<file path="src/rtl/mandel_pkg.sv">
// mandel_pkg: shared types, defaults and helpers for the Mandelbrot frame scheduler.
//   H_RES_DEFAULT / V_RES_DEFAULT : default frame geometry
//   coord_t (10b), colour_t (3b), fb_addr_t (19b)
//   sched_state_t                 : scheduler FSM states
//   fb_addr(posx, posy)           : frame-RAM address {posy[8:0], posx[9:0]}
package mandel_pkg;

   localparam int H_RES_DEFAULT = 640;
   localparam int V_RES_DEFAULT = 480;

   typedef logic [9:0]  coord_t;
   typedef logic [2:0]  colour_t;
   typedef logic [18:0] fb_addr_t;

   typedef enum logic [1:0] {IDLE, DISPATCH, DRAIN, DONE} sched_state_t;

   function automatic fb_addr_t fb_addr(input coord_t posx, input coord_t posy);
      return {posy[8:0], posx};
   endfunction

endpackage

</file>
<file path="src/rtl/mandel_scheduler_if.sv">
// mandel_scheduler_if: job, result and frame-RAM write signals between the
// scheduler (master) and the pixel engines / frame buffer (slave).
//   job_valid/job_ready/job_posx/job_posy : job offer to engines
//   res_valid/res_ready/res_posx/res_posy/res_data : result collection
//   write_address/write_data/write_enable : single frame-RAM write port
interface mandel_scheduler_if #(
   parameter int NUM_ENGINES = 4
);
   import mandel_pkg::*;

   logic [NUM_ENGINES-1:0]    job_valid;
   logic [NUM_ENGINES-1:0]    job_ready;
   coord_t                    job_posx;
   coord_t                    job_posy;
   logic [NUM_ENGINES-1:0]    res_valid;
   logic [NUM_ENGINES-1:0]    res_ready;
   logic [NUM_ENGINES*10-1:0] res_posx;
   logic [NUM_ENGINES*10-1:0] res_posy;
   logic [NUM_ENGINES*3-1:0]  res_data;
   fb_addr_t                  write_address;
   colour_t                   write_data;
   logic                      write_enable;

   modport master (
      output job_valid, job_posx, job_posy, res_ready,
             write_address, write_data, write_enable,
      input  job_ready, res_valid, res_posx, res_posy, res_data
   );

   modport slave (
      input  job_valid, job_posx, job_posy, res_ready,
             write_address, write_data, write_enable,
      output job_ready, res_valid, res_posx, res_posy, res_data
   );

endinterface

</file>
<file path="src/rtl/mandel_rr_arbiter.sv">
// mandel_rr_arbiter: round-robin arbiter with a one-hot grant.
//   iteration_clk, reset : clock, asynchronous active-high reset
//   req [N]              : request vector
//   advance              : the current grant was consumed this cycle
//   gnt [N]              : one-hot (or zero) grant, combinational from req
// After a consumed grant the search starts at the engine after the winner,
// so continuously requesting engines take turns.
module mandel_rr_arbiter #(
   parameter int N = 4
) (
   input  logic         iteration_clk,
   input  logic         reset,
   input  logic [N-1:0] req,
   input  logic         advance,
   output logic [N-1:0] gnt
);

   localparam int PW = (N > 1) ? $clog2(N) : 1;

   logic [PW-1:0] ptr;
   logic [PW-1:0] next_ptr;
   logic [PW-1:0] idx;
   logic          found;

   always_comb begin
      gnt      = '0;
      next_ptr = ptr;
      idx      = '0;
      found    = 1'b0;
      for (int k = 0; k < N; k++) begin
         idx = PW'((int'(ptr) + k) % N);
         if (!found && req[idx]) begin
            found    = 1'b1;
            gnt[idx] = 1'b1;
            next_ptr = PW'((int'(idx) + 1) % N);
         end
      end
   end

   always_ff @(posedge iteration_clk or posedge reset) begin
      if (reset)        ptr <= '0;
      else if (advance) ptr <= next_ptr;
   end

endmodule

</file>
<file path="src/rtl/mandel_scheduler.sv">
// mandel_scheduler: frame-level controller sharing a pool of pixel engines.
// Hands out raster-order coordinates to ready engines, collects results via
// a round-robin grant and drives the single frame-RAM write port.
//   iteration_clk, reset : clock, asynchronous active-high reset
//   start                : level, starts a frame when sampled high in IDLE
//   busy                 : high from the cycle after start until frame_done ends
//   frame_done           : one-cycle pulse in DONE
//   bus (master)         : job offer, result collection and write port
//   cycles_per_frame     : busy cycles of the last frame (MANDEL_SCHED_PERF_EN only)
module mandel_scheduler
   import mandel_pkg::*;
#(
   parameter int NUM_ENGINES = 4,
   parameter int H_RES       = H_RES_DEFAULT,
   parameter int V_RES       = V_RES_DEFAULT
) (
   input  logic               iteration_clk,
   input  logic               reset,
   input  logic               start,
   output logic               busy,
   output logic               frame_done,
   mandel_scheduler_if.master bus
`ifdef MANDEL_SCHED_PERF_EN
   ,
   output logic [31:0]        cycles_per_frame
`endif
);

   localparam fb_addr_t FRAME_PIXELS = fb_addr_t'(H_RES * V_RES);
   localparam coord_t   X_LAST       = coord_t'(H_RES - 1);
   localparam coord_t   Y_LAST       = coord_t'(V_RES - 1);

   sched_state_t           state, state_nxt;
   coord_t                 job_x, job_y;
   fb_addr_t               issued, written;
   logic [NUM_ENGINES-1:0] job_req, job_gnt, res_req, res_gnt;
   logic                   job_xfer, res_acc, last_job;
   coord_t                 sel_x, sel_y;
   colour_t                sel_c;
   fb_addr_t               wr_addr_p1;
   colour_t                wr_data_p1;
   logic                   vld_p1;

   mandel_rr_arbiter #(.N(NUM_ENGINES)) u_job_arb (
      .iteration_clk (iteration_clk),
      .reset         (reset),
      .req           (job_req),
      .advance       (job_xfer),
      .gnt           (job_gnt)
   );

   mandel_rr_arbiter #(.N(NUM_ENGINES)) u_res_arb (
      .iteration_clk (iteration_clk),
      .reset         (reset),
      .req           (res_req),
      .advance       (res_acc),
      .gnt           (res_gnt)
   );

   assign job_xfer = |(job_gnt & bus.job_ready);
   assign res_acc  = |(res_gnt & bus.res_valid);
   assign last_job = job_xfer && (job_x == X_LAST) && (job_y == Y_LAST);

   always_ff @(posedge iteration_clk or posedge reset) begin
      if (reset) state <= IDLE;
      else       state <= state_nxt;
   end

   // The final accept moves straight to DONE so frame_done lines up with its write.
   always_comb begin
      state_nxt = state;
      case (state)
         IDLE:     if (start) state_nxt = DISPATCH;
         DISPATCH: if (last_job) state_nxt = DRAIN;
         DRAIN:    if ((written + fb_addr_t'(res_acc)) == FRAME_PIXELS) state_nxt = DONE;
         DONE:     state_nxt = IDLE;
         default:  state_nxt = IDLE;
      endcase
   end

   always_comb begin
      job_req    = '0;
      res_req    = '0;
      busy       = 1'b0;
      frame_done = 1'b0;
      case (state)
         DISPATCH: begin
            job_req = (issued != FRAME_PIXELS) ? bus.job_ready : '0;
            res_req = bus.res_valid;
            busy    = 1'b1;
         end
         DRAIN: begin
            res_req = bus.res_valid;
            busy    = 1'b1;
         end
         DONE: begin
            busy       = 1'b1;
            frame_done = 1'b1;
         end
         default: ;
      endcase
   end

   assign bus.job_valid = job_gnt;
   assign bus.res_ready = res_gnt;
   assign bus.job_posx  = job_x;
   assign bus.job_posy  = job_y;

   always_ff @(posedge iteration_clk or posedge reset) begin
      if (reset) begin
         job_x   <= '0;
         job_y   <= '0;
         issued  <= '0;
         written <= '0;
      end else if (state == IDLE && start) begin
         job_x   <= '0;
         job_y   <= '0;
         issued  <= '0;
         written <= '0;
      end else begin
         if (job_xfer) begin
            issued <= issued + 19'd1;
            if (job_x == X_LAST) begin
               job_x <= '0;
               job_y <= (job_y == Y_LAST) ? '0 : job_y + 10'd1;
            end else begin
               job_x <= job_x + 10'd1;
            end
         end
         if (res_acc) written <= written + 19'd1;
      end
   end

   always_comb begin
      sel_x = '0;
      sel_y = '0;
      sel_c = '0;
      for (int i = 0; i < NUM_ENGINES; i++) begin
         if (res_gnt[i]) begin
            sel_x = bus.res_posx[10*i +: 10];
            sel_y = bus.res_posy[10*i +: 10];
            sel_c = bus.res_data[3*i +: 3];
         end
      end
   end

   // p1: accepted result registered onto the frame-RAM write port
   always_ff @(posedge iteration_clk or posedge reset) begin
      if (reset) begin
         vld_p1     <= 1'b0;
         wr_addr_p1 <= '0;
         wr_data_p1 <= '0;
      end else begin
         vld_p1 <= res_acc;
         if (res_acc) begin
            wr_addr_p1 <= fb_addr(sel_x, sel_y);
            wr_data_p1 <= sel_c;
         end
      end
   end

   assign bus.write_enable  = vld_p1;
   assign bus.write_address = wr_addr_p1;
   assign bus.write_data    = wr_data_p1;

`ifdef MANDEL_SCHED_PERF_EN
   logic [31:0] perf_cnt;

   // The latched value includes the DONE cycle itself, i.e. every busy cycle.
   always_ff @(posedge iteration_clk or posedge reset) begin
      if (reset) begin
         perf_cnt         <= '0;
         cycles_per_frame <= '0;
      end else begin
         if (state == IDLE && start) perf_cnt <= '0;
         else if (busy)              perf_cnt <= perf_cnt + 32'd1;
         if (state == DONE) cycles_per_frame <= perf_cnt + 32'd1;
      end
   end
`endif

endmodule

</file>
<file path="src/flat_wrapper.sv">
// flat-port wrapper written by rule: the top's interface ports become plain ports
module mandel_scheduler_flat import mandel_pkg::*;
#(
   parameter int NUM_ENGINES = 4,
   parameter int H_RES       = H_RES_DEFAULT,
   parameter int V_RES       = V_RES_DEFAULT
)
  (iteration_clk, reset, start, busy, frame_done, bus_job_valid, bus_job_posx, bus_job_posy, bus_res_ready, bus_write_address, bus_write_data, bus_write_enable, bus_job_ready, bus_res_valid, bus_res_posx, bus_res_posy, bus_res_data);
  mandel_scheduler_if #(.NUM_ENGINES(NUM_ENGINES)) bus_i ();
  input  logic iteration_clk;
  input  logic reset;
  input  logic start;
  output logic busy;
  output logic frame_done;
  output wire logic [$bits(bus_i.job_valid)-1:0] bus_job_valid;
  output wire logic [$bits(bus_i.job_posx)-1:0] bus_job_posx;
  output wire logic [$bits(bus_i.job_posy)-1:0] bus_job_posy;
  output wire logic [$bits(bus_i.res_ready)-1:0] bus_res_ready;
  output wire logic [$bits(bus_i.write_address)-1:0] bus_write_address;
  output wire logic [$bits(bus_i.write_data)-1:0] bus_write_data;
  output wire logic [$bits(bus_i.write_enable)-1:0] bus_write_enable;
  input wire logic [$bits(bus_i.job_ready)-1:0] bus_job_ready;
  input wire logic [$bits(bus_i.res_valid)-1:0] bus_res_valid;
  input wire logic [$bits(bus_i.res_posx)-1:0] bus_res_posx;
  input wire logic [$bits(bus_i.res_posy)-1:0] bus_res_posy;
  input wire logic [$bits(bus_i.res_data)-1:0] bus_res_data;
  assign bus_job_valid = bus_i.job_valid;
  assign bus_job_posx = bus_i.job_posx;
  assign bus_job_posy = bus_i.job_posy;
  assign bus_res_ready = bus_i.res_ready;
  assign bus_write_address = bus_i.write_address;
  assign bus_write_data = bus_i.write_data;
  assign bus_write_enable = bus_i.write_enable;
  assign bus_i.job_ready = bus_job_ready;
  assign bus_i.res_valid = bus_res_valid;
  assign bus_i.res_posx = bus_res_posx;
  assign bus_i.res_posy = bus_res_posy;
  assign bus_i.res_data = bus_res_data;
  mandel_scheduler #(.NUM_ENGINES(NUM_ENGINES), .H_RES(H_RES), .V_RES(V_RES)) u_core (.iteration_clk(iteration_clk), .reset(reset), .start(start), .busy(busy), .frame_done(frame_done), .bus(bus_i));
endmodule
</file>
<file path="config.mk">
export PLATFORM = sky130hd
export DESIGN_NAME = mandel_scheduler_flat
export DESIGN_NICKNAME = d
export VERILOG_FILES = /design/src/rtl/mandel_pkg.sv /design/src/rtl/mandel_scheduler_if.sv /design/src/rtl/mandel_rr_arbiter.sv /design/src/rtl/mandel_scheduler.sv /design/src/flat_wrapper.sv
export SDC_FILE = /design/constraint.sdc
export NUM_CORES = 1
export LEC_CHECK = 0
export CAP_MARGIN = 20
export CORE_ASPECT_RATIO = 0.5
export CORE_UTILIZATION = 45
export CTS_CLUSTER_DIAMETER = 80
export CTS_CLUSTER_SIZE = 30
export DETAILED_ROUTE_END_ITERATION = 7
export PLACE_DENSITY = 0.72
export SLEW_MARGIN = 40
export SYNTH_ARGS = -nofsm -noshare
export SYNTH_HDL_FRONTEND = slang
export SYNTH_SLANG_ARGS = --single-unit
</file>
<file path="constraint.sdc">
create_clock -name iteration_clk -period 9.5 [get_ports iteration_clk]
set_input_delay 2.85 -clock iteration_clk [delete_from_list [all_inputs] [get_ports iteration_clk]]
set_output_delay 2.85 -clock iteration_clk [all_outputs]
set_load 0.01 [all_outputs]
</file>
==> flow_summary.ini, run 1 <==
[global_routing]
grt_pass1_wl_um = 27800
overflow = 0
use_met1_pct = 30.1
grt.total_usage_pct = 23.7
grt_pass1_vias = 5855
grt_max_degree = 59
grt-busiest-layer = met2
grt_use_met2_pct = 41.5
use_met3_pct = 4.43
antenna_found_initial = 0

[setup_path]
rr_endpoint = u_core.state[1]
cpMostUsedCell = clkdlybuf4s50_1
path_cells = clkdlybuf4s50_1 -> mux4_2 -> and2_4 -> a222oi_1 -> nand2_1 -> buf_4 -> clkdlybuf4s50_1
path_class = in2out
rrSetupSlack_ns = 3.60
end_kind = primary output
r2r-start = u_core.u_res_arb.ptr[0]
worstPathArrival_ns = 5.70
r2r_cells = 19
start_kind = input pin
crit_required_ns = 6.65
cp_max_fo = 23
worst_path_max_delay_cell = a222oi_1
worst_path_largest_cell_delay_ns = 0.61

[yosys]
synth_edf_count = 0
synth_area_leader_cell = dfrtp_1
syn_avg_cell_area_um2 = 8.36
synthFlopType = dfrtp_1
yosysTopAreaCellShare_pct = 34.4
yosysWarningCount = 0
synth.area.top_cells = dfrtp_1 34%, a21oi_1 6.4%, nor2_1 5.6%
ys_types = 78
syn_area_mm2 = 0.00633
seq_area_frac_synth_pct = 34.4
syn_nets = 885
synthCells = 757
async_reset_ff_share_pct = 100
synth-seq-cells = 87

[layout]
drive_gt1_share_pct = 7.01
n_antenna_cell = 0
post-route-cell-area_mm2 = 0.00824
fillCellCount = 1215
syn_to_final_growth_pct = 30.2
nNetsFinal = 1008

[routing]
drt-total-wl_um = 17000
ant_nets = 0
wl_per_cell_um = 15.8
drt_pass1_iterations = 5
via_per_inst = 5.81
drt-initial-drc-count = 428
drc_errors = 0
vias = 6258

[timing]
min_period_ns = 8.55
fin_crit_sh_pct = 90.0
tightest_slew_ns = 0.746
fin_setup_tns_ns = 0
rsz0062_at_grt = false
clock.fmax_mhz = 117
drv_slew = 0
hold_viol = 0
slew_headroom_pct = 50.2
clock_skew_ns = 0.0131
finalSetupViolCount = 0

[floorplan]
coreArea_mm2 = 0.0136
dieWidth_um = 170
rows = 30
die_h_um = 85.9
start_util_pct = 46.5
die_area_mm2 = 0.0146
io_pins = 156

[placement]
place_hpwl_um = 11900
place_congestion = 0.921
dpl_cell_area_mm2 = 0.00791
numPortBuffers = 151

[flow_run]
cap_violations = 0

[cts]
clk_pin_slew_ns = 0.07
cts_root_buf = clkbuf_16
tritoncts = built
h-tree-depth = 3
clock_latency_ns = 0.34
cts_resized = 0
cts_setup_buffers = 0
cts_buffer_depth = 2
cts.sinks = 87
cts_buffers = 9
cts_hold_buf = 0

[worst_hold_path]
holdPathEnd = u_core.bus.write_address[5]
holdPathStages = 2
hold_class = reg2reg
min_from = u_core.bus.write_address[5]

[status]
status = complete, no violations

[power]
p_per_area_mw_per_mm2 = 317
ir_drop_mv = 0.176
leakage_nw = 3.36
state kept, by name, indices dropped and copies added (netlist names):
signal	flops
u_core.bus.write_address	19
u_core.state	2
u_core.u_job_arb.ptr	2
u_core.bus.job_posx	10
u_core.issued	19
u_core.written	19
u_core.bus.write_enable	1
u_core.u_res_arb.ptr	2
u_core.bus.job_posy	10
u_core.bus.write_data	3
metrics by stage:
stage	util [%]	power, mW	worst slack (ns)	cells	hold slack [ns]
finish	60.5	2.61	0.949	1077	0.524
global route	60.5	2.83	0.776	1077	0.548
CTS	60.5	2.62	0.962	1077	0.532
detailed placement	58.1	2.22	0.961	1061	0.517
global placement	58.0	2.19	1.03	1061	0.507
floorplan	-	1.75	2.01	757	0.516
synth_stat cells (5+ instances only):
| cell type | n |
|---|---|
| a2111oi_0 | 5 |
| a211oi_1 | 6 |
| a21oi_1 | 81 |
| a221oi_1 | 25 |
| a311oi_1 | 7 |
| a31o_2 | 10 |
| a31oi_1 | 7 |
| and2_1 | 11 |
| and3_1 | 9 |
| buf_2 | 13 |
| buf_4 | 5 |
| clkbuf_1 | 26 |
| dfrtp_1 | 87 |
| ha_1 | 25 |
| inv_1 | 31 |
| mux2i_1 | 10 |
| nand2_1 | 67 |
| nand2b_1 | 12 |
| nand3_1 | 20 |
| nand4_1 | 15 |
| nor2_1 | 94 |
| nor3_1 | 10 |
| nor4_1 | 7 |
| o21ai_0 | 19 |
| o31ai_1 | 10 |
| or3_1 | 32 |
| xnor2_1 | 19 |
| xor2_1 | 5 |
cell families (layout without fill, tap and decap cells):
group	after synthesis	after routing	share of synthesized area, %
buf+inv	82	210	5.89
compound gates	220	220	24.2
flops	87	87	34.4
fa+ha+maj	25	25	4.94
mux	18	18	3.72
xor+xnor	24	24	3.32
simple gates	301	301	23.6
area by class of cell:
class | instances | area, µm² | area share, %
clock buffers | 9 | 225 | 2.73
clock inverters | 7 | 104 | 1.26
inverters | 34 | 129 | 1.56
multi-input cells | 588 | 3790 | 46.0
flip-flops and latches | 87 | 2180 | 26.4
well taps | 192 | 240 | 2.91
repair buffers | 160 | 1580 | 19.2
worst max path at each step:
stage	start	endpoint	slack (ns)	cells after the start
2_1_floorplan	bus_res_valid[2]	bus_res_ready[3]	2.01	8
3_3_place_gp	bus_res_valid[2]	bus_res_ready[1]	1.03	7
3_5_place_dp	bus_res_valid[3]	bus_res_ready[1]	0.96	8
4_1_cts	bus_res_valid[3]	bus_res_ready[1]	0.96	8
5_1_grt	bus_res_valid[3]	bus_res_ready[1]	0.78	8
6_report	bus_res_valid[2]	bus_res_ready[1]	0.95	7
routing by layer:
layer,wire (µm),share of wire (%)
met1,7510,44
met2,8450,50
met3,860,5.1
met4,195,1.1
met5,0,0
report_power, final:
group	switching [mW]	internal (mW)	total, mW
clock	0.155	0.234	0.389
combinational	0.954	0.707	1.66
sequential	0.0935	0.471	0.565
total	1.20	1.41	2.61
critical path, delay by kind of cell:
family / cells / cell delay, ns
AO/OA/AOI/OAI: 1 / 0.61
buffers and inverters: 3 / 1.34
multiplexers: 1 / 0.59
AND/OR/NAND/NOR: 2 / 0.31
cells in the final DEF (no fill, tap or decap), types with 19 or more instances in the layout:
cell             synthesis  layout
clkdlybuf4s50_1          0     151
nor2_1                  94      94
dfrtp_1                 87      87
a21oi_1                 81      80
nand2_1                 67      66
or3_1                   32      32
inv_1                   31      30
a221oi_1                25      25
ha_1                    25      25
nand3_1                 20      20
o21ai_0                 19      19
xnor2_1                 19      19
Power figures use the tool's default switching activity.
==> run 2, diff against run 1 <==
--- a/config.mk
+++ b/config.mk
@@ -12,6 +12,7 @@
 export CTS_CLUSTER_SIZE = 30
 export DETAILED_ROUTE_END_ITERATION = 7
 export PLACE_DENSITY = 0.72
+export RECOVER_POWER = 50
 export SLEW_MARGIN = 40
 export SYNTH_ARGS = -nofsm -noshare
 export SYNTH_HDL_FRONTEND = slang
==> run 2 against run 1 <==
The flow now finishes with violations (capacitance limit, slew limit). Core utilization is essentially flat. Critical path depth unchanged. Highest routed layer unchanged. Die area is the same. Non-clock buffer count unchanged. Critical endpoint unchanged.
==> flow_summary.ini, run 2 (same netlist as run 1, synthesis figures left out) <==
[worst_hold_path]
holdPathStages = 2
hold_class = reg2reg

[cts]
cts_resized = 0
cts_buffers = 9
clk_pin_slew_ns = 0.07
cts_buffer_depth = 2
h-tree-depth = 3
clock_latency_ns = 0.34
cts_setup_buffers = 0
cts.sinks = 87
cts_hold_buf = 0
cts_root_buf = clkbuf_16
tritoncts = built

[placement]
dpl_cell_area_mm2 = 0.00791
numPortBuffers = 151
place_hpwl_um = 11900
place_congestion = 0.921

[global_routing]
antenna_found_initial = 0
use_met3_pct = 4.43
grt_pass1_wl_um = 27800
overflow = 0
grt_use_met2_pct = 41.5
grt_pass1_vias = 5855
grt.total_usage_pct = 23.7
grt_max_degree = 59
use_met1_pct = 30.1
grt-busiest-layer = met2

[routing]
drt-initial-drc-count = 447
drt-total-wl_um = 17000
via_per_inst = 5.80
ant_nets = 0
drc_errors = 0
vias = 6250
drt_pass1_iterations = 5
wl_per_cell_um = 15.8

[setup_path]
crit_end = bus_res_ready[1]
worstPathArrival_ns = 5.68
path_class = in2out
r2r_cells = 19
crit_required_ns = 6.65
rrSetupSlack_ns = 3.62
rr_endpoint = u_core.state[1]
r2r-start = u_core.u_res_arb.ptr[0]
start_kind = input pin
cp_max_fo = 23
startpoint = bus_res_valid[2]
end_kind = primary output

[timing]
slew_headroom_pct = -104
rsz0062_at_grt = false
hold_viol = 0
drv_slew = 59
min_period_ns = 8.53
clock_skew_ns = 0.0127
fin_crit_sh_pct = 89.8
fin_setup_tns_ns = 0
tightest_slew_ns = 3.05
clock.fmax_mhz = 117
finalSetupViolCount = 0

[flow_run]
cap_violations = 1

[floorplan]
io_pins = 156
coreArea_mm2 = 0.0136
die_area_mm2 = 0.0146
die_h_um = 85.9
start_util_pct = 46.5
rows = 30
dieWidth_um = 170

[status]
status = finished with violations
failed_checks = capacitance limit, slew limit

[power]
pwr-share-comb_pct = 63.3
p_clk_share_pct = 15.0
netSwitchingPower_mw = 1.20
p_per_area_mw_per_mm2 = 314
leakage_nw = 3.40
p_seq_share_pct = 21.7
power_mw = 2.59
p_int_mw = 1.39
sw_frac_of_total_pct = 46.3
ir_drop_mv = 0.175

[layout]
n_antenna_cell = 0
multi_input_area_mm2 = 0.00379
final_cell_mix = 113 x clkdlybuf4s50_1, 94 x nor2_1, 87 x dfrtp_1
final_common_cell = clkdlybuf4s50_1
nNetsFinal = 1008
regArea_mm2 = 0.00218
syn_to_final_growth_pct = 30.1
fillCellCount = 1215
post-route-cell-area_mm2 = 0.00824
final_util_pct = 60.5
drive_gt1_share_pct = 6.89
==> run 2: cell types whose count changed in the layout (fill, tap and decap cells not counted), sizes merged <==
cell,previous run,this run
buf,9,8
dlygate4sd3,0,38
clkbuf,9,10
clkinv,3,2
clkinvlp,2,3
clkdlybuf4s50,151,113
==> run 2: critical path, stage by stage <==
cell	delay (ns)
clkdlybuf4s50_1	0.57
mux4_2	0.59
and2_4	0.20
a222oi_1	0.60
nand2_1	0.11
buf_4	0.24
clkdlybuf4s50_1	0.51
==> run 2: metrics by stage <==
stage                     cells  setup slack, ns  hold slack [ns]
final                      1077            0.965            0.518
after global routing       1077            0.776            0.543
after CTS                  1077            0.962            0.532
after detailed placement   1061            0.961            0.517
after global placement     1061             1.03            0.507
after floorplan             757             2.01            0.516
==> run 2: how the worst min path moves through the flow <==
stage,from,slack (ns),end
3_3_place_gp,u_core.bus.write_address[4],0.51,u_core.bus.write_address[4]
5_1_grt,u_core.bus.write_address[5],0.54,u_core.bus.write_address[5]
6_report,u_core.bus.write_address[5],0.52,u_core.bus.write_address[5]
3_5_place_dp,u_core.bus.write_data[0],0.52,u_core.bus.write_data[0]
2_1_floorplan,u_core.issued[12],0.52,u_core.issued[12]
4_1_cts,u_core.bus.write_address[2],0.53,u_core.bus.write_address[2]
==> run 2: routing by layer <==
| metal | routed length, µm | vias up |
|---|---|---|
| met2 | 8330 | 187 |
| met4 | 228 | 0 |
| met5 | 0 | - |
| li1 | - | 3035 |
| met3 | 939 | 21 |
| met1 | 7500 | 3007 |
==> run 2: area by class of cell <==
type	count	share of cell area, %
Timing Repair Buffer	160	19.1
Tap cell	192	2.92
Clock buffer	9	2.73
Clock inverter	7	1.26
Sequential cell	87	26.4
Multi-Input combinational cell	588	46.0
Inverter	34	1.56
==> run 2: power by group through the flow <==
stage	Sequential, mW	Combinational (mW)	Clock (mW)
final	0.562	1.64	0.390
after global routing	0.577	1.82	0.409
after CTS	0.565	1.66	0.395
after detailed placement	0.572	1.64	0
after global placement	0.567	1.62	0
after floorplan	0.564	1.18	0
